### config.mk
export PLATFORM = sky130hd
export DESIGN_NAME = hdcp_link_sequencer
export DESIGN_NICKNAME = d
export VERILOG_FILES = /design/src/rtl/hdcp_seq_pkg.sv /design/src/rtl/hdcp_stall_timer.sv /design/src/rtl/hdcp_link_sequencer.sv
export SDC_FILE = /design/constraint.sdc
export NUM_CORES = 1
export LEC_CHECK = 0
export CAP_MARGIN = 20
export CORE_UTILIZATION = 50
export CTS_BUF_LIST = sky130_fd_sc_hd__clkbuf_4 sky130_fd_sc_hd__clkbuf_8
export CTS_CLUSTER_DIAMETER = 100
export DETAILED_ROUTE_END_ITERATION = 10
export MAX_ROUTING_LAYER = met4
export PLACE_DENSITY = 0.79
export SYNTH_ARGS = -nofsm -noshare
export SYNTH_HDL_FRONTEND = slang
export SYNTH_SLANG_ARGS = --single-unit
### constraint.sdc
create_clock -name clk -period 6.7 [get_ports clk]
set_clock_uncertainty 0.2 [all_clocks]
set_input_delay 1.34 -clock clk [delete_from_list [all_inputs] [get_ports clk]]
set_output_delay 1.34 -clock clk [all_outputs]
set_load 0.005 [all_outputs]
### src/rtl/hdcp_seq_pkg.sv
// hdcp_seq_pkg
//   Shared definitions for the HDCP sink link sequencer: one-hot state
//   encoding, the per-frame CTL encryption codes, the DDC offset where the
//   latched Ri value is published, and a small state-class helper.
package hdcp_seq_pkg;

    typedef enum logic [5:0] {
        S_IDLE       = 6'b000001,
        S_AUTH_BUSY  = 6'b000010,
        S_AUTH_DONE  = 6'b000100,
        S_RUN        = 6'b001000,
        S_FRAME_BUSY = 6'b010000,
        S_FAULT      = 6'b100000
    } state_e;

    localparam logic [3:0] CTL_ENC_EN    = 4'b1001;
    localparam logic [3:0] CTL_ENC_DIS   = 4'b0001;
    localparam logic [7:0] RI_DDC_OFFSET = 8'h08;

    // States in which the cipher is expected to drop and re-raise ready.
    function automatic logic is_busy(state_e s);
        return (s == S_AUTH_BUSY) || (s == S_FRAME_BUSY);
    endfunction

endpackage

### src/rtl/hdcp_stall_timer.sv
// hdcp_stall_timer
//   Saturating cycle counter used to detect a cipher that never re-raises
//   stream_ready. Clear has priority over enable; the count stops at
//   TIMEOUT_CYC and tc_o stays high until cleared.
// Ports:
//   clk, rst  - clock, async active-high reset
//   en_i      - count this cycle
//   clr_i     - synchronous clear
//   tc_o      - count has reached TIMEOUT_CYC
module hdcp_stall_timer #(
    parameter int TIMEOUT_CYC = 4096
) (
    input  logic clk,
    input  logic rst,
    input  logic en_i,
    input  logic clr_i,
    output logic tc_o
);
    localparam int             CW   = $clog2(TIMEOUT_CYC + 1);
    localparam logic [CW-1:0]  TERM = CW'(TIMEOUT_CYC);

    logic [CW-1:0] cnt_q, cnt_d;

    always_comb begin
        cnt_d = cnt_q;
        if (clr_i)
            cnt_d = '0;
        else if (en_i && (cnt_q != TERM))
            cnt_d = cnt_q + 1'b1;
    end

    always_ff @(posedge clk or posedge rst) begin
        if (rst) cnt_q <= '0;
        else     cnt_q <= cnt_d;
    end

    assign tc_o = (cnt_q == TERM);

endmodule

### src/rtl/hdcp_link_sequencer.sv
// hdcp_link_sequencer
//   Sink-side frame-level controller beside the HDCP cipher. Tracks
//   authentication, counts frame-key events, snapshots Ri at authentication
//   and every RI_PERIOD frames, decodes ENC_EN/ENC_DIS per frame and flags
//   cipher stalls as a sticky link fault.
// Ports:
//   clk, rst      - pixel clock, async active-high reset
//   hpd           - high = no cable, synchronous clear to idle
//   auth_start    - Aksv written strobe, (re)starts authentication
//   frame_init    - per-frame cipher re-init strobe
//   stream_ready  - cipher ready
//   vsync         - vertical sync, active high
//   ctl_code      - decoded CTL3..CTL0
//   ri_in         - cipher Ri output
//   ri_out        - latched Ri for the DDC register block
//   ri_update     - one-cycle strobe when ri_out is reloaded
//   frame_cnt     - frames since authentication, mod RI_PERIOD
//   enc_frame     - current frame is encrypted
//   authed        - authentication complete, link running
//   link_fault    - sticky stall fault
module hdcp_link_sequencer
    import hdcp_seq_pkg::*;
#(
    parameter int RI_PERIOD   = 128,
    parameter int TIMEOUT_CYC = 4096,
    parameter int FCW         = 8
) (
    input  logic           clk,
    input  logic           rst,
    input  logic           hpd,
    input  logic           auth_start,
    input  logic           frame_init,
    input  logic           stream_ready,
    input  logic           vsync,
    input  logic [3:0]     ctl_code,
    input  logic [15:0]    ri_in,
    output logic [15:0]    ri_out,
    output logic           ri_update,
    output logic [FCW-1:0] frame_cnt,
    output logic           enc_frame,
    output logic           authed,
    output logic           link_fault
);
    localparam logic [FCW-1:0] CNT_LAST = FCW'(RI_PERIOD - 1);

    state_e         state_q;
    logic [15:0]    ri_out_q;
    logic           ri_update_q;
    logic [FCW-1:0] frame_cnt_q;
    logic           enc_frame_q;
    logic           authed_q;
    logic           link_fault_q;
    logic           low_seen_q;   // ready has dropped since entering a busy state
    logic           pending_q;    // encryption decision for the frame being signalled
    logic           vsync_q;

    logic stall_en, stall_clr, stall_tc;
    logic vsync_fall;

    assign stall_en   = is_busy(state_q) && !stream_ready;
    assign stall_clr  = hpd || auth_start || stream_ready || !is_busy(state_q);
    assign vsync_fall = vsync_q && !vsync;

    hdcp_stall_timer #(.TIMEOUT_CYC(TIMEOUT_CYC)) u_stall (
        .clk   (clk),
        .rst   (rst),
        .en_i  (stall_en),
        .clr_i (stall_clr),
        .tc_o  (stall_tc)
    );

    always_ff @(posedge clk or posedge rst) begin
        if (rst) begin
            state_q      <= S_IDLE;
            ri_out_q     <= '0;
            ri_update_q  <= 1'b0;
            frame_cnt_q  <= '0;
            enc_frame_q  <= 1'b0;
            authed_q     <= 1'b0;
            link_fault_q <= 1'b0;
            low_seen_q   <= 1'b0;
            pending_q    <= 1'b0;
            vsync_q      <= 1'b0;
        end else if (hpd) begin
            state_q      <= S_IDLE;
            ri_out_q     <= '0;
            ri_update_q  <= 1'b0;
            frame_cnt_q  <= '0;
            enc_frame_q  <= 1'b0;
            authed_q     <= 1'b0;
            link_fault_q <= 1'b0;
            low_seen_q   <= 1'b0;
            pending_q    <= 1'b0;
            vsync_q      <= 1'b0;
        end else begin
            ri_update_q <= 1'b0;
            vsync_q     <= vsync;

            // Encryption decode sits ahead of the FSM so that restart and
            // fault handling below override it in the same cycle.
            if (authed_q) begin
                if (vsync) begin
                    if (ctl_code == CTL_ENC_EN)       pending_q <= 1'b1;
                    else if (ctl_code == CTL_ENC_DIS) pending_q <= 1'b0;
                end
                if (vsync_fall) enc_frame_q <= pending_q;
            end

            if (auth_start) begin
                // Restart beats frame_init and timeout; ri_out is kept.
                state_q     <= S_AUTH_BUSY;
                low_seen_q  <= 1'b0;
                authed_q    <= 1'b0;
                enc_frame_q <= 1'b0;
                pending_q   <= 1'b0;
                if (state_q == S_FAULT) link_fault_q <= 1'b0;
            end else begin
                case (state_q)
                    S_IDLE: ;
                    S_AUTH_BUSY, S_FRAME_BUSY: begin
                        if (stall_tc) begin
                            state_q      <= S_FAULT;
                            link_fault_q <= 1'b1;
                            authed_q     <= 1'b0;
                            enc_frame_q  <= 1'b0;
                        end else if (!stream_ready) begin
                            low_seen_q <= 1'b1;
                        end else if (low_seen_q) begin
                            low_seen_q <= 1'b0;
                            if (state_q == S_AUTH_BUSY) begin
                                state_q <= S_AUTH_DONE;
                            end else begin
                                state_q <= S_RUN;
                                if (frame_cnt_q == '0) begin
                                    ri_out_q    <= ri_in;
                                    ri_update_q <= 1'b1;
                                end
                            end
                        end
                    end
                    S_AUTH_DONE: begin
                        ri_out_q    <= ri_in;
                        ri_update_q <= 1'b1;
                        frame_cnt_q <= '0;
                        authed_q    <= 1'b1;
                        pending_q   <= 1'b0;
                        state_q     <= S_RUN;
                    end
                    S_RUN: begin
                        if (frame_init) begin
                            frame_cnt_q <= (frame_cnt_q == CNT_LAST) ? '0 : frame_cnt_q + 1'b1;
                            low_seen_q  <= 1'b0;
                            state_q     <= S_FRAME_BUSY;
                        end
                    end
                    S_FAULT: ;
                    default: state_q <= S_IDLE;
                endcase
            end
        end
    end

    assign ri_out     = ri_out_q;
    assign ri_update  = ri_update_q;
    assign frame_cnt  = frame_cnt_q;
    assign enc_frame  = enc_frame_q;
    assign authed     = authed_q;
    assign link_fault = link_fault_q;

endmodule

# After elaboration in Yosys (flattened, before gate mapping)

Index checks and enable logic that the tools add are counted.
W data, S select, Z words.

Add/sub/neg operators: 2
Reduce and logical (&&, ||, !) cells: 30
Muxes and demuxes: 60
Eq/ne operators: 25

Operators by type and width:

| cell                    | count |
|---|---|
| $mux W16                | 7 |
| $mux W6                 | 6 |
| $mux W1                 | 34 |
| $mux W8                 | 4 |
| $pmux W16 S2            | 1 |
| $mux W13                | 2 |
| $pmux W6 S4             | 1 |
| $ne A3 B3 Y1 const B    | 6 |
| $pmux W8 S2             | 1 |
| $reduce_bool A4 Y1      | 4 |
| $add A13 B1 Y13 const B | 1 |
| $eq A13 B13 Y1 const B  | 1 |
| $ne A13 B13 Y1 const B  | 1 |
| $ne A4 B4 Y1 const B    | 3 |
| $reduce_and A3 Y1       | 4 |
| $reduce_bool A3 Y1      | 4 |
| $ne A5 B5 Y1 const B    | 2 |
| $add A8 B1 Y8 const B   | 1 |
| $eq A8 B7 Y1 const B    | 1 |
| $logic_not A8 Y1        | 1 |
| $reduce_and A7 Y1       | 1 |
| $eq A6 B1 Y1 const B    | 1 |
| $eq A6 B2 Y1 const B    | 1 |
| $eq A6 B3 Y1 const B    | 1 |
| 18 further kinds        | 28 |

Input bits: 27
Bits in registers: 50
Word-level logic and storage cells: 128

# Depth between registers and ports, before layout

Gate-level depths: netlist (run 1).

Word-level depth: 9
Gate-level depth with buffers: 8
Depth with buffers taken out: 7

# Hierarchy

From an unflattened synthesis (run 1), not the netlist that was laid out.

Cell total of the unflattened synthesis: 286
Area, all modules: 2760.1 um2

Modules (own cells, without submodules):

| module              | cells each | area each (um2) | instances |
|---|---|---|---|
| hdcp_link_sequencer | 205        | 1980.6          | 1 |
| hdcp_stall_timer    | 81         | 779.5           | 1 |

# Least setup slack after synthesis (run 1)

OpenSTA, ideal clock, no wires.

Kind: input port to flip-flop
From: in auth_start
To: reg ri_out_q[0] (netlist: ri_out[0])
Setup slack: 3826 ps
Cell stages on the path: 6
Arrival time: 2542 ps
Cells stage by stage: inv_1 -> and4_1 -> a41oi_2 -> buf_2 -> mux2i_1 -> nor2_1

Longest elaborated chain between the ends: 2

RTL lines:

| item                        | RTL line                   | source |
|---|---|---|
| start, declared             | hdcp_link_sequencer.sv:31  | `input logic auth_start,` |
| $ne A2 B2 Y1 (no line)      | -                          |  |
| $reduce_and A7 Y1 (no line) | -                          |  |
| end signal, assigned        | hdcp_link_sequencer.sv:135 | `ri_out_q <= ri_in;` |
| end signal, assigned        | hdcp_link_sequencer.sv:142 | `ri_out_q <= ri_in;` |
| end, declared               | hdcp_link_sequencer.sv:47  | `logic [15:0] ri_out_q;` |

No other way between the ends.
A chain may end at the register's enable or synchronous reset.

# Final worst setup path (run 1)

From: in hpd
To: reg frame_cnt_q[7] (netlist: frame_cnt[7])

Longest elaborated chain between the ends: 2

RTL lines:

| item                                                 | RTL line                   | source |
|---|---|---|
| start, declared                                      | hdcp_link_sequencer.sv:30  | `input logic hpd,` |
| $ne A3 B3 Y1 (no line), or another cell as far along | -                          |  |
| $reduce_and A3 Y1 (no line)                          | -                          |  |
| end signal, assigned                                 | hdcp_link_sequencer.sv:151 | `frame_cnt_q <= (frame_cnt_q == CNT_LAST) ? '0 : frame_cnt_q + 1'b1;` |
| end, declared                                        | hdcp_link_sequencer.sv:49  | `logic [FCW-1:0] frame_cnt_q;` |

Several ways; a longest one is shown, not always the timed one.

==> results of run 1 <==
==> flip-flops by register name, summed over array words and instances (netlist names), 6 cells and up <==
signal / flops
frame_cnt: 8
ri_out: 16
state_q: 6
u_stall.cnt_q: 13
==> per-layer routing <==
| layer | wire length (um) | global-route usage, % | up-vias |
|---|---|---|---|
| li1 | - | - | 994 |
| met4 | 67 | 7.41 | 0 |
| met2 | 2680 | 35.0 | 44 |
| met3 | 169 | 4.58 | 7 |
| met1 | 2470 | 30.5 | 996 |
| met5 | 0 | - | - |
==> final cells by class <==
| type | count | area, um^2 |
|---|---|---|
| sequential | 50 | 1250 |
| fill | 392 | 1520 |
| inverter | 8 | 30.0 |
| multi-input combinational | 185 | 1170 |
| clock inverter | 2 | 37.5 |
| tap | 67 | 83.8 |
| timing repair buffer | 57 | 583 |
| clock buffer | 6 | 76.3 |
==> worst paths after layout <==
path | start | cells after the start | end
worst max-delay path | hpd | 4 | frame_cnt[7]
worst min-delay path | ri_out[8] | 2 | ri_out[8]
worst max register to register | u_stall.cnt_q[1] | 8 | ri_out[6]
worst min register to register | ri_out[8] | 2 | ri_out[8]
max in group asynchronous | rst | 3 | state_q[0]
min in group asynchronous | rst | 2 | ri_out[10]
==> Yosys cell counts (3+ instances only) <==
| cell type | instances |
|---|---|
| a21oi_1 | 10 |
| a31oi_1 | 3 |
| and3_1 | 8 |
| buf_2 | 3 |
| clkbuf_1 | 6 |
| dfrtp_1 | 49 |
| ha_1 | 4 |
| inv_1 | 8 |
| mux2i_1 | 18 |
| nand2_1 | 9 |
| nand3_1 | 10 |
| nand4_1 | 4 |
| nor2_1 | 46 |
| nor2b_1 | 4 |
| nor3_1 | 9 |
| nor4_1 | 3 |
| o21ai_1 | 12 |
| or3_1 | 3 |
| xnor2_1 | 8 |
| xor2_1 | 5 |
==> power breakdown <==
group          internal (mW)  leakage [nW]  switching, mW
Sequential             0.304         0.693        0.00205
Clock                  0.116        0.0548          0.102
Combinational         0.0222         0.717         0.0216
Total                  0.441          1.47          0.125
==> cells in the final DEF, fill, tap and decap left out, types with 2 or more instances in the layout <==
master	count
nor4b_1	2
clkbuf_8	5
nand3_1	10
nor3_1	9
o31ai_1	2
nand4_1	4
and3_1	8
mux2i_1	18
inv_1	7
or4b_1	2
ha_1	4
nand2b_1	2
or3_1	3
nand2_1	9
clkdlybuf4s50_1	54
a31oi_1	3
dfrtp_1	49
nor2_1	46
a21oi_1	10
nor3b_1	2
nor2b_1	4
o21ai_1	12
nor4_1	3
xnor2_1	8
xor2_1	5
==> cells by family (layout without fill, tap and decap cells) <==
kind of cell	after synthesis	count (layout)	share of synthesized area, %
AO/OA/AOI/OAI	35	35	9.00
XOR/XNOR	13	13	4.58
adder cells (fa/ha/maj)	4	4	2.01
buffers and inverters	17	73	2.71
flip-flops	50	50	50.3
multiplexers	19	19	7.69
AND/OR/NAND/NOR	114	114	23.7
==> worst max-delay path, cell delays in order <==
cell and delay, ns:
clkdlybuf4s50_1 0.86, or3_1 0.70, or3_4 0.45, o41ai_2 0.28
==> through the flow <==
step / cell area (um^2) / power (mW) / util [%]
global route: 3230 / 0.585 / 68.0
detailed placement: 3100 / 0.354 / 65.2
global placement: 3080 / 0.353 / 64.8
finish: 3230 / 0.567 / 68.0
floorplan: 2490 / 0.332 / -
CTS: 3210 / 0.571 / 67.6
==> summary.txt, run 1 <==
Status
  • Status: finished clean

STA
  • Slew @ Worst Pin: 0.871 ns
  • Slew headroom: 41.8%
  • Setup TNS: 0 ns
  • Number of hold violations in the final report: 0
  • Fin crit period: around 3.6 ns
  • Fin crit share: 54.2%
  • Final Hold Slack: around 0.32 ns
  • Final Max Tran Viols: 0
  • Endpoints failing setup: 0
  • Final worst setup slack: between 3 and 4 ns
  • Max Fclk: about 0.28 GHz
  • Unrepaired setup endpoints after global routing: false

Logic synthesis
  • Register area share after synthesis: 50.3%
  • Cell count after synthesis: 252
  • Share of the synthesized area in the top cell type: 49.3%
  • Synth warnings: 0
  • Synth async-reset ratio: between 90% and 100%
  • Post-Syn Area: 2490 um^2
  • Post-synth cell types: 45
  • Most used DFF post-synth: dfrtp_1
  • Net count after synthesis: 283
  • Dominant cell type by area after synthesis: dfrtp_1
  • EDFF count, synth: 0
  • Synth Register Bits: 50
  • Top cells by area, synth: dfrtp_1 49%, mux2i_1 7.2%, nor2_1 6.9%
  • Syn Area/Cell: 9.88 um^2

Power and ir drop
  • Leakage: 1.47 nW
  • Worst vdd ir: 0.0931 mV
  • PwrDens: between 150 and 200 nW/um^2

Routing
  • Starting DRT DRC Count: 131
  • Post-DR wirelength/cell: 14.4 um
  • Vias per Instance: between 5 and 6
  • Routed Antenna Nets: 0
  • Initial DRT Pass Iterations: 4
  • Final wirelength: 5390 um
  • Vias post-DR: 2041
  • Post-route DRC: 0

GRT
  • Grt ovf: 0
  • Largest net degree at the start of global routing: 51
  • First-pass GRT wire length: 8960 um
  • Tot GR Track Use: 22.8%
  • Initial antenna violation count: 0
  • Vias in the first global route: 1911

Cells and area
  • Area delta synth->final: 29.9%
  • Fin cells: 375
  • Layout cells sized above 1: 6.49%
  • N_diodes: 0
  • Nets: 338

Worst setup path
  • Setup crit end kind: register
  • CP max FO: 24
  • Crit path arrival time: 3.64 ns
  • CP Class: primary input to register
  • CP startpoint kind: primary input
  • Reg2Reg Setup Slack: 3.72 ns
  • Critical path required time: around 6.7 ns

CTS
  • CTS sink cnt: 50
  • CTS H-tree depth: 2
  • CTS tree: done
  • CTS buffer count: 5
  • CTS Root Cell: clkbuf_8
  • Postcts setup bufs: 0
  • Clock Pin Slew Worst Setup and Hold Paths: 0.09 ns
  • Clock Latency Late Sink: 0.31 ns
  • CTS max path bufs: 2
  • Hold_buf cts: 0
  • CTS resizes: 0

Floorplan
  • Chip Width: 72.6 um
  • Io pins: 55
  • Rows: 25
  • DIE HEIGHT: 72.6 um
  • Initial Util: 52.3%
  • Core area: 4750 um^2
  • Die area: between 5000 and 6000 um^2

Place
  • Port Buffers: 54
  • Gp weighted congestion: 0.858
  • Post-DP HPWL: ~3700 um
  • Placed cells: 366
  • Pre-CTS worst setup slack: 2.79 ns

Min path
  • Worst hold path class: register to register

Job
  • Max Cap Viol: 0
No activity file was read; power rests on OpenSTA's default activity.
==> inputs of run 2 (changes only) <==
--- a/config.mk
+++ b/config.mk
@@ -6,12 +6,12 @@
 export NUM_CORES = 1
 export LEC_CHECK = 0
 export CAP_MARGIN = 20
-export CORE_UTILIZATION = 50
+export CORE_UTILIZATION = 47
 export CTS_BUF_LIST = sky130_fd_sc_hd__clkbuf_4 sky130_fd_sc_hd__clkbuf_8
 export CTS_CLUSTER_DIAMETER = 100
 export DETAILED_ROUTE_END_ITERATION = 10
 export MAX_ROUTING_LAYER = met4
-export PLACE_DENSITY = 0.79
+export PLACE_DENSITY = 0.78
 export SYNTH_ARGS = -nofsm -noshare
 export SYNTH_HDL_FRONTEND = slang
 export SYNTH_SLANG_ARGS = --single-unit
==> constraint.sdc (replaced) <==
create_clock -name clk -period 3.1 [get_ports clk]
set_clock_uncertainty 0.2 [all_clocks]
set_input_delay 0.62 -clock clk [delete_from_list [all_inputs] [get_ports clk]]
set_output_delay 0.62 -clock clk [all_outputs]
set_load 0.005 [all_outputs]
==> run 2 against run 1 <==
  * Routed wire length is 2.5% lower
  * Setup slack got worse by 2.5 ns
  * Clock-buffer cell count grew 1
  * Cell area shrank 0.27%
  * Sequential power rose by 120%
  * Core utilization fell by 4.9 points
  * Power is 99% higher
  * First-iteration DRC count down 55%
  * Die area is 6.2% higher
  * Register-to-register slack got worse by 3.2 ns
  * Via count is 0.44% higher
  * Largest cell class unchanged
==> summary.txt, run 2 (same netlist as run 1, synthesis figures left out) <==
Routing
  • Post-DR wirelength/cell: between 10 and 15 um
  • Vias per Instance: 5.37
  • Starting DRT DRC Count: 59
  • Post-route DRC: 0
  • Vias post-DR: 2050
  • Final wirelength: 5260 um
  • Routed Antenna Nets: 0
  • Initial DRT Pass Iterations: 4

Floorplan
  • Initial Util: 48.7%
  • Core area: around 5100 um^2
  • Rows: 26
  • Io pins: 55
  • Chip Width: 74.8 um
  • DIE HEIGHT: 74.8 um
  • Die area: 5590 um^2

Place
  • Post-DP HPWL: 3790 um
  • Gp weighted congestion: 0.924
  • Placement-stage cell area: 3140 um^2
  • Port Buffers: 54

Worst setup path
  • Critical-path top delay cell: or4_4
  • CP Class: register to register
  • Slowest stage delay, CP: 0.55 ns
  • Delay-heaviest family, CP: simple AND/OR/NAND/NOR gates
  • Critical path required time: 3.11 ns
  • Crit path buf inv count: 1
  • CP startpoint kind: register
  • Setup crit end kind: register
  • Worst R2R Start: state_q[1]
  • CP max FO: 11
  • Crit path arrival time: around 2.6 ns
  • CP startpoint: state_q[1]
  • Critical-path cell list: or4_4, nor2_1, a311oi_1, buf_4, or3_4, o41ai_2

STA
  • Slew headroom: 59.8%
  • Number of hold violations in the final report: 0
  • Fin crit period: ~2.5 ns
  • Max Fclk: between 0.3 and 0.4 GHz
  • Endpoints failing setup: 0
  • Unrepaired setup endpoints after global routing: false
  • Slew @ Worst Pin: 0.603 ns
  • Fin crit share: 82.2%
  • Setup TNS: 0 ns
  • Final Max Tran Viols: 0

Power and ir drop
  • Sw frac: about 22%
  • Combinational share of power: 8.5%
  • Worst vdd ir: ~0.24 mV
  • PwrDens: 349 nW/um^2
  • Total power: 1.13 mW
  • Reg power frac: 58.7%
  • Switching power: 0.247 mW
  • Clock power frac: 32.8%
  • Leakage: 1.47 nW
  • Internal: 0.879 mW

GRT
  • Initial antenna violation count: 0
  • First-pass GRT wire length: 8710 um
  • Tot GR Track Use: 21.3%
  • Grt ovf: 0
  • Largest net degree at the start of global routing: a little over 50
  • Vias in the first global route: 1919

Cells and area
  • Multi-input gate area: 1170 um^2
  • Commonest cells after routing, fill and taps aside: 54 x clkdlybuf4s50_1, 49 x dfrtp_1, 46 x nor2_1
  • Max reg flops: 16
  • Fin area: 3220 um^2
  • Nets: 343
  • Area delta synth->final: 29.5%
  • Reg area: 1250 um^2
  • Layout cells sized above 1: 7.69%
  • FILL cells: roughly 450
  • Commonest non-fill, non-tap cell in the layout: clkdlybuf4s50_1
  • N_diodes: 0

CTS
  • CTS tree: done
  • CTS sink cnt: 50
  • CTS Root Cell: clkbuf_8
  • Postcts setup bufs: 0
  • CTS max path bufs: 2
  • CTS resizes: 0
  • Clock Latency Late Sink: about 0.30 ns
  • CTS buffer count: 5
  • Hold_buf cts: 0
  • CTS H-tree depth: 2
  • Clock Pin Slew Worst Setup and Hold Paths: roughly 0.08 ns

Min path
  • Worst hold path class: register to register
  • Worst Min Path Start: ri_out[14]

Job
  • Max Cap Viol: 0

Status
  • Status: finished clean
==> run 2: layout make-up <==
type	instances	area share, %
sequential	50	38.9
multi-input combinational	185	36.3
tap	70	2.72
clock buffer	7	2.60
inverter	8	0.932
timing repair buffer	62	18.6
==> run 2: routing by layer <==
| metal | global-route usage [%] | part of all wire [%] | up-vias | wire [um] |
|---|---|---|---|---|
| met2 | 34.9 | 48 | 48 | 2530 |
| met1 | 26.5 | 46 | 996 | 2430 |
| met4 | 6.29 | 1.2 | 0 | 63 |
| li1 | - | - | 1000 | - |
| met3 | 4.55 | 4.4 | 6 | 233 |
| met5 | - | 0 | - | 0 |
==> run 2: stage by stage <==
| step | hold slack, ns | instances | utilization [%] | setup slack (ns) |
|---|---|---|---|---|
| 5_1_grt | 0.370 | 382 | 63.1 | 0.463 |
| 2_1_floorplan | 0.301 | 252 | - | 0.696 |
| 4_1_cts | 0.333 | 382 | 63.1 | 0.546 |
| 6_report | 0.326 | 382 | 63.1 | 0.552 |
| 3_3_place_gp | 0.303 | 375 | 61.5 | 0.477 |
| 3_5_place_dp | 0.313 | 375 | 61.5 | 0.439 |
==> run 2: worst paths after layout <==
kind	to	cells past startpoint	slack, ns
worst max-delay path	frame_cnt[7]	6	0.55
worst min-delay path	ri_out[14]	2	0.33
max in group asynchronous	u_stall.cnt_q[6]	3	1.71
worst max register to register	frame_cnt[7]	6	0.55
worst min register to register	ri_out[14]	2	0.33
min in group asynchronous	ri_out[15]	3	0.59
==> run 2: tightest hold or removal path: stages (launching register included) <==
cell and delay [ns]:
dfrtp_1 0.35, mux2i_1 0.07, nor2_1 0.08
==> run 2: power by group through the flow <==
stage	combinational, mW	sequential, mW	clock [mW]
after global routing	0.106	0.662	0.404
after CTS	0.0972	0.661	0.384
after floorplan	0.0439	0.673	0
after detailed placement	0.0968	0.674	0
final	0.0957	0.661	0.370
after global placement	0.0955	0.673	0
==> inputs of run 3 (changes only) <==
--- a/config.mk
+++ b/config.mk
@@ -6,12 +6,12 @@
 export NUM_CORES = 1
 export LEC_CHECK = 0
 export CAP_MARGIN = 20
-export CORE_UTILIZATION = 47
+export CORE_UTILIZATION = 50
 export CTS_BUF_LIST = sky130_fd_sc_hd__clkbuf_4 sky130_fd_sc_hd__clkbuf_8
 export CTS_CLUSTER_DIAMETER = 100
 export DETAILED_ROUTE_END_ITERATION = 10
 export MAX_ROUTING_LAYER = met4
-export PLACE_DENSITY = 0.78
+export PLACE_DENSITY = 0.79
 export SYNTH_ARGS = -nofsm -noshare
 export SYNTH_HDL_FRONTEND = slang
 export SYNTH_SLANG_ARGS = --single-unit
==> constraint.sdc (replaced) <==
create_clock -name clk -period 2.6 [get_ports clk]
set_clock_uncertainty 0.2 [all_clocks]
set_input_delay 0.52 -clock clk [delete_from_list [all_inputs] [get_ports clk]]
set_output_delay 0.52 -clock clk [all_outputs]
set_load 0.005 [all_outputs]
==> run 3 against run 2 <==
  * Non-clock buffer count rose by 5
  * Sequential share of layout area is 0.83 points lower
  * Die area is 5.8% lower
  * Routed wire length grew 0.82%
  * Clock-buffer cell count unchanged
  * Sequential power increased by 19%
==> summary.txt, run 3 (same netlist as run 1, synthesis figures left out) <==
Floorplan
  • Io pins: 55
  • Die area: 5260 um^2
  • Chip Width: 72.6 um
  • Rows: 25
  • DIE HEIGHT: 72.6 um
  • Initial Util: 52.3%
  • Core area: 4750 um^2

CTS
  • CTS Root Cell: clkbuf_8
  • Postcts setup bufs: 0
  • Clock Pin Slew Worst Setup and Hold Paths: 0.08 ns
  • CTS max path bufs: 2
  • Clock Latency Late Sink: 0.30 ns
  • CTS tree: done
  • Hold_buf cts: 0
  • CTS sink cnt: 50
  • CTS resizes: 0
  • CTS H-tree depth: 2
  • CTS buffer count: 5

GRT
  • First-pass GRT wire length: 9010 um
  • GR Layer Usage met1: 29.3%
  • Vias in the first global route: 1950
  • Initial antenna violation count: 0
  • Most crowded layer after global routing: met2
  • Met3 Resource Use GR: 6.25%
  • Grt ovf: 0
  • Tot GR Track Use: 22.9%
  • M2 GR Usage: 37.0%
  • Largest net degree at the start of global routing: between 50 and 60

Routing
  • Vias per Instance: approximately 5.4
  • Post-route DRC: 0
  • Routed Antenna Nets: 0
  • Vias post-DR: 2070
  • Post-DR wirelength/cell: roughly 14 um
  • Final wirelength: 5300 um
  • Initial DRT Pass Iterations: 6
  • Starting DRT DRC Count: 113

Worst setup path
  • CP max FO: 11
  • Critical path required time: 2.60 ns
  • CP startpoint kind: register
  • Crit path arrival time: around 2.4 ns
  • Critical-path top delay cell: or4_4
  • Slowest stage delay, CP: 0.54 ns
  • Critical-path cell list: or4_4, nor2_1, a311oi_1, buf_4, or3_4, o41ai_2
  • Setup crit end kind: register
  • CP Class: register to register

Cells and area
  • N_diodes: 0
  • Commonest non-fill, non-tap cell in the layout: clkdlybuf4s50_1
  • Max reg flops: 16
  • Multi-input gate area: 1170 um^2
  • Reg area: 1250 um^2
  • Commonest cells after routing, fill and taps aside: 54 x clkdlybuf4s50_1, 49 x dfrtp_1, 46 x nor2_1
  • Area delta synth->final: 32.3%
  • FILL cells: 390
  • Layout cells sized above 1: 9.43%
  • Nets: 348

STA
  • Endpoints failing setup: 0
  • Setup TNS: 0 ns
  • Slew headroom: ~68%
  • Max Fclk: 0.421 GHz
  • Fin crit share: 91.4%
  • Final Max Tran Viols: 0
  • Number of hold violations in the final report: 0
  • Fin crit period: 2.38 ns
  • Slew @ Worst Pin: 0.482 ns
  • Unrepaired setup endpoints after global routing: false

Power and ir drop
  • Worst vdd ir: 0.283 mV
  • Leakage: 1.51 nW
  • Total power: 1.37 mW
  • PwrDens: around 420 nW/um^2

Job
  • Max Cap Viol: 0

Min path
  • Worst hold path class: register to register

Place
  • Gp weighted congestion: 0.859
  • Port Buffers: 54
  • Post-DP HPWL: 3920 um

Status
  • Status: finished clean
==> run 3: changes by cell type in the layout (fill, tap and decap cells not counted) <==
cell,previous run,this run
buf_12,0,2
buf_4,8,11
clkbuf_4,2,1
clkbuf_8,5,6
clkinv_2,0,1
==> run 3: area by class of cell <==
cell class | count | area share (%)
sequential | 50 | 38.0
multi-input combinational | 185 | 35.5
timing repair buffer | 67 | 20.1
clock buffer | 7 | 2.74
tap | 67 | 2.55
inverter | 8 | 0.912
clock inverter | 1 | 0.152
==> run 3: worst max-delay path, delay by kind of cell, from the launching register on <==
kind | cells | cell delay [ns]
flops | 1 | 0.43
simple gates | 3 | 1.09
buf+inv | 1 | 0.18
compound gates | 2 | 0.37
==> run 3: final timing paths <==
kind	start	depth (start not counted)	end	slack, ns
max in group asynchronous	rst	3	state_q[0]	1.56
min in group asynchronous	rst	3	ri_out[5]	0.38
min reg2reg	ri_out[2]	2	ri_out[2]	0.33
min	ri_out[2]	2	ri_out[2]	0.33
max reg2reg	state_q[1]	6	frame_cnt[7]	0.22
max	state_q[1]	6	frame_cnt[7]	0.22
==> run 3: per-layer routing <==
layer | wire length, um | share of wire (%) | vias to the layer above
li1 | - | - | 1020
met1 | 2450 | 46 | 982
met2 | 2540 | 48 | 63
met3 | 276 | 5.2 | 5
met4 | 36 | 0.68 | 0
met5 | 0 | 0 | -
==> run 3: power breakdown <==
part / internal (mW) / total [mW] / switching (mW) / leakage (nW)
combinational: 0.0632 / 0.120 / 0.0564 / 0.769
sequential: 0.782 / 0.788 / 0.00509 / 0.693
clock: 0.225 / 0.466 / 0.241 / 0.0517
total: 1.07 / 1.37 / 0.302 / 1.51
==> run 3: per-stage QoR <==
| stage | worst slack, ns | cell area, um^2 | cells | utilization [%] | hold WS (ns) |
|---|---|---|---|---|---|
| global placement | 0.158 | 3200 | 377 | 67.3 | 0.305 |
| floorplan | 0.196 | 2490 | 252 | - | 0.301 |
| finish | 0.224 | 3290 | 385 | 69.3 | 0.331 |
| CTS | 0.211 | 3290 | 385 | 69.3 | 0.337 |
| detailed placement | 0.121 | 3200 | 377 | 67.3 | 0.316 |
| global route | 0.0995 | 3290 | 385 | 69.3 | 0.354 |
==> variant 1 (settings of run 1) <==
Register the output `frame_cnt` once more, with the module's reset; this adds one clock of latency there. The other outputs are not delayed to match.
--- a/src/rtl/hdcp_link_sequencer.sv
+++ b/src/rtl/hdcp_link_sequencer.sv
@@ -163,5 +163,11 @@
     assign ri_out     = ri_out_q;
     assign ri_update  = ri_update_q;
-    assign frame_cnt  = frame_cnt_q;
+    always_ff @(posedge clk or posedge rst) begin
+        if (rst) begin
+            frame_cnt <= '0;
+        end else begin
+            frame_cnt <= frame_cnt_q;
+        end
+    end
     assign enc_frame  = enc_frame_q;
     assign authed     = authed_q;
Behaviour: not the same (a bounded check fails within 10 cycles, from zero or initial values and one cycle with rst high).
==> variant 1 against run 1 <==
Worst setup slack got worse by 200 ps; area after synthesis rose by 13%; design area rose by 11%; core utilization barely moved; wire length rose by 19%; die area rose by 13%; sequential cell count rose by 8; power rose by 29%; via count rose by 19%; fmax fell by 5.3%.
==> variant 1: results (changes against run 1) <==
Parameter                              Value

Global routing
  Via count of the first global-routing pass ... 2283 (+19%)
  Met3 Resource Use GR ... 6.19% (+1.6 points)
  Wire length of the first global-routing pass ... 10800 µm (+20%)
  GR Util All Layers ... 24.1% (+1.3 points)
  Largest net degree at the start of global routing ... 59 (+16%)
  Met1 GRT Util ... 28.8% (-1.7 points)
  Global routing met2 resource utilization ... 39.1% (+4.1 points)

Setup path
  Data arrival time at the worst-slack endpoint ... 3880 ps (+240 ps)
  Worst-path fanout max ... 25 (+4.2%)

Placed design
  Global placement routability congestion ... 0.914 (+6.5%)
  Post-detailed-placement cell area ... 0.00339 mm² (+9.6%)

Routing
  Routed wire length ... 6420 µm (+19%)
  Number of DRC violations after detailed-routing iteration 0 ... 130 (-0.76%)
  Ratio of routed vias to standard cells ... 5.79 (+6.4%)

Finish
  Cell Count, Final, Fillers Out ... 420 (+12%)
  Number of nets at the end of the flow ... 376 (+11%)
  Layout fillers ... 450 (+15%)
  Ratio of cells with drive above 1 in the final layout ... 8.00% (+1.5 points)

Clock tree
  CTS H-tree lvls ... 3 (+1)

Synth
  Number of distinct library cell variants in the gate-level netlist after synthesis ... 49 (+8.9%)
  Post-synthesis net count ... 321 (+13%)
  Synth top cells by count ... sky130_fd_sc_hd__dfrtp_1, sky130_fd_sc_hd__a21oi_1, sky130_fd_sc_hd__nand3_1
  Mapped Cells ... 290 (+15%)

Power and ir drop
  Peak supply drop ... 0.194 mV (+110%)

Outcome
  Outcome ... complete, no violations

Hold path
  Hold Path Stages ... 0 (-2)

Timing
  Worst max-slew margin expressed relative to the limit ... 37.4% (-4.4 points)
-- variant 1: logic make-up (layout without fill, tap and decap cells) --
group | after synthesis | after routing
and+or+nand+nor | 119 | 119
DFF | 58 | 58
xor gates and xnor gates | 14 | 14
muxes | 4 | 4
adders and majority gates | 4 | 4
AOI/OAI and AO/OA | 71 | 71
buffers and inverters | 20 | 80
-- variant 1: layout make-up --
class / count / area share, %
Tap cell: 70 / 2.44
Clock buffer: 10 / 3.67
Clock inverter: 6 / 1.61
Inverter: 7 / 0.733
Multi-Input combinational cell: 212 / 35.3
Sequential cell: 58 / 40.5
Timing Repair Buffer: 57 / 15.7
-- variant 1: stage by stage --
stage               power, mW  setup WS [ps]
floorplan               0.405           3730
global placement        0.433           2600
detailed placement      0.434           2530
CTS                     0.741           2880
global route            0.763           2700
finish                  0.734           2870
-- variant 1: final timing paths --
kind / start / endpoint / slack, ps
hold / removal: frame_cnt_q[1]$_DFFE_PP0P_ / frame_cnt[1]$_DFF_PP0_ / 210
setup / recovery: hpd / u_stall.cnt_q[1]$_DFFE_PP0P_ / 2870
min in group asynchronous: rst / ri_out[3]$_DFFE_PP0P_ / 1320
hold reg to reg: frame_cnt_q[1]$_DFFE_PP0P_ / frame_cnt[1]$_DFF_PP0_ / 210
setup reg to reg: frame_cnt_q[0]$_DFFE_PP0P_ / ri_out[7]$_DFFE_PP0P_ / 4170
max in group asynchronous: rst / u_stall.cnt_q[0]$_DFFE_PP0P_ / 4500
-- variant 1: routing by layer --
layer	wire length (µm)	up-vias
li1	-	1155
met1	2820	1192
met2	3230	75
met3	284	11
met4	82	0
met5	0	-
-- variant 1: report_power, final --
part | total, mW | switching (mW) | internal [mW]
logic | 0.0673 | 0.0358 | 0.0314
registers | 0.361 | 0.00498 | 0.356
clock network | 0.306 | 0.133 | 0.173
total | 0.734 | 0.173 | 0.560
==> variant 2 (settings of run 1) <==
Without the edit above. `TIMEOUT_CYC` is set to 4096 in 2 places; all go to 8192.
--- a/src/rtl/hdcp_stall_timer.sv
+++ b/src/rtl/hdcp_stall_timer.sv
@@ -9,5 +9,5 @@
 //   tc_o      - count has reached TIMEOUT_CYC
 module hdcp_stall_timer #(
-    parameter int TIMEOUT_CYC = 4096
+    parameter int TIMEOUT_CYC = 8192
 ) (
     input  logic clk,
--- a/src/rtl/hdcp_link_sequencer.sv
+++ b/src/rtl/hdcp_link_sequencer.sv
@@ -23,5 +23,5 @@
 #(
     parameter int RI_PERIOD   = 128,
-    parameter int TIMEOUT_CYC = 4096,
+    parameter int TIMEOUT_CYC = 8192,
     parameter int FCW         = 8
 ) (
Behaviour: no difference found for any inputs over 4 cycles, from zero or initial values and one cycle with rst high; that may be too few to reach the edited logic, so the function may still have changed.
==> variant 2 against run 1 <==
Count of clock-buffer cells in the layout increased by 2; combinational power increased by 23%; design area rose by 13%; wire length grew 31%; die area rose by 20%; first-iteration DRC count rose by 67%; critical path depth rose by 2; area after synthesis rose by 20%; worst setup slack got worse by 510 ps; sequential power increased by 2%; power is 0.61% lower; sequential cell count rose by 1; critical endpoint is now frame_cnt[3]$_DFFE_PP0P_; highest routed layer unchanged.
==> variant 2: results (changes against run 1) <==
Parameter                              Value

Placed design
  Global placement routability congestion ... 0.852 (-0.64%)
  Post-detailed-placement cell area ... 0.00351 mm² (+13%)
  DP HPWL ... 4710 µm (+26%)

Timing
  Worst max-slew margin expressed relative to the limit ... 29.0% (-13 points)

Global routing
  Wire length of the first global-routing pass ... 12000 µm (+33%)
  Global routing met2 resource utilization ... 38.0% (+3.0 points)
  Met1 GRT Util ... 32.5% (+2.0 points)
  Met3 Resource Use GR ... 3.79% (-0.79 points)
  Via count of the first global-routing pass ... 2601 (+36%)
  Largest net degree at the start of global routing ... 52 (+2.0%)
  GR Util All Layers ... 24.8% (+2.0 points)

Setup path
  Worst flop-to-flop path startpoint ... frame_cnt[0]$_DFFE_PP0P_
  Worst setup path startpoint ... auth_start
  Data arrival time at the worst-slack endpoint ... 4140 ps (+500 ps)
  Family of cells with the greatest summed delay on the critical path ... buffers and inverters

Synth
  Number of distinct library cell variants in the gate-level netlist after synthesis ... 50 (+11%)
  Synth top cells by count ... sky130_fd_sc_hd__dfrtp_1, sky130_fd_sc_hd__nand2_1, sky130_fd_sc_hd__nor2_1
  Sequential share of the synthesized area ... 42.7% (-7.6 points)
  Cells taking the most area after synthesis ... sky130_fd_sc_hd__dfrtp_1, sky130_fd_sc_hd__nand2_1, sky130_fd_sc_hd__nand4_1
  Post-synthesis net count ... 375 (+33%)

Outcome
  Outcome ... complete, no violations

Finish
  Number of nets at the end of the flow ... 415 (+23%)
  Ratio of cells with drive above 1 in the final layout ... 5.45% (-1.0 points)

Routing
  Number of DRC violations after detailed-routing iteration 0 ... 219 (+67%)
  Total number of vias ... 2762 (+35%)
  Routed WL per cell ... 15.4 µm (+7.5%)
  Drt pass-1 iters ... 5 (+1)

Power and ir drop
  Leak Pwr ... 1.34 nW (-8.3%)

Die
  Die footprint ... 0.00629 mm² (+20%)
[variant 2: changes by cell type after synthesis, moves of 4 or more]
cell	before	now
sky130_fd_sc_hd__o21ai_1	12	0
sky130_fd_sc_hd__xor2_1	5	1
sky130_fd_sc_hd__a21oi_1	10	17
sky130_fd_sc_hd__clkbuf_1	6	14
sky130_fd_sc_hd__nand2_1	9	46
sky130_fd_sc_hd__nand3_1	10	23
sky130_fd_sc_hd__o211ai_1	0	17
sky130_fd_sc_hd__mux2i_1	18	1
sky130_fd_sc_hd__nor2_1	46	27
sky130_fd_sc_hd__nand4_1	4	22
sky130_fd_sc_hd__o21ai_0	0	14
sky130_fd_sc_hd__or3_1	3	7
sky130_fd_sc_hd__and3_1	8	3
sky130_fd_sc_hd__a21o_1	0	15
[variant 2: layout make-up]
type	count	area [µm²]	area share, %
multi-input cells	260	1560	42.8
flip-flops and latches	51	1280	35.0
repair buffers	57	583	16.0
clock buffers	8	104	2.84
well taps	72	90.1	2.47
inverters	9	33.8	0.925
[variant 2: logic make-up after synthesis]
family / synth area share (%)
xor+xnor: 3.22
compound gates: 17.2
simple gates: 29.4
fa+ha+maj: 1.67
mux: 0.711
flops: 42.7
buf+inv: 5.02
[variant 2: path summary, 6_finish.rpt]
path / to / slack, ps / cells after the start
worst max-delay path: frame_cnt[3]$_DFFE_PP0P_ / 2560 / 6
worst min-delay path: link_fault$_DFFE_PP0P_ / 310 / 1
worst max register to register: ri_out[3]$_DFFE_PP0P_ / 3640 / 7
worst min register to register: link_fault$_DFFE_PP0P_ / 310 / 1
max in group asynchronous: u_stall.cnt_q[6]$_DFFE_PP0P_ / 4520 / 3
min in group asynchronous: ri_out[2]$_DFFE_PP0P_ / 1240 / 2
[variant 2: routing by layer]
layer | up-vias | share of wire [%] | wire (µm)
met5 | - | 0 | 0
met4 | 0 | 1.5 | 106
met3 | 11 | 5.6 | 398
met2 | 106 | 48 | 3360
met1 | 1328 | 45 | 3200
li1 | 1317 | - | -
[variant 2: per-stage QoR]
step,setup slack [ps],instances,utilization [%],power (mW)
floorplan,3780,344,-,0.345
global route,2310,457,64.7,0.583
global placement,2360,447,62.3,0.369
detailed placement,2290,447,62.3,0.370
finish,2560,457,64.7,0.563
CTS,2590,455,64.1,0.564
[variant 2: where the power goes]
group | internal [mW] | switching, mW | leakage [nW]
clock network | 0.0984 | 0.0984 | 0.0549
registers | 0.310 | 0.00296 | 0.707
logic | 0.0235 | 0.0304 | 0.581
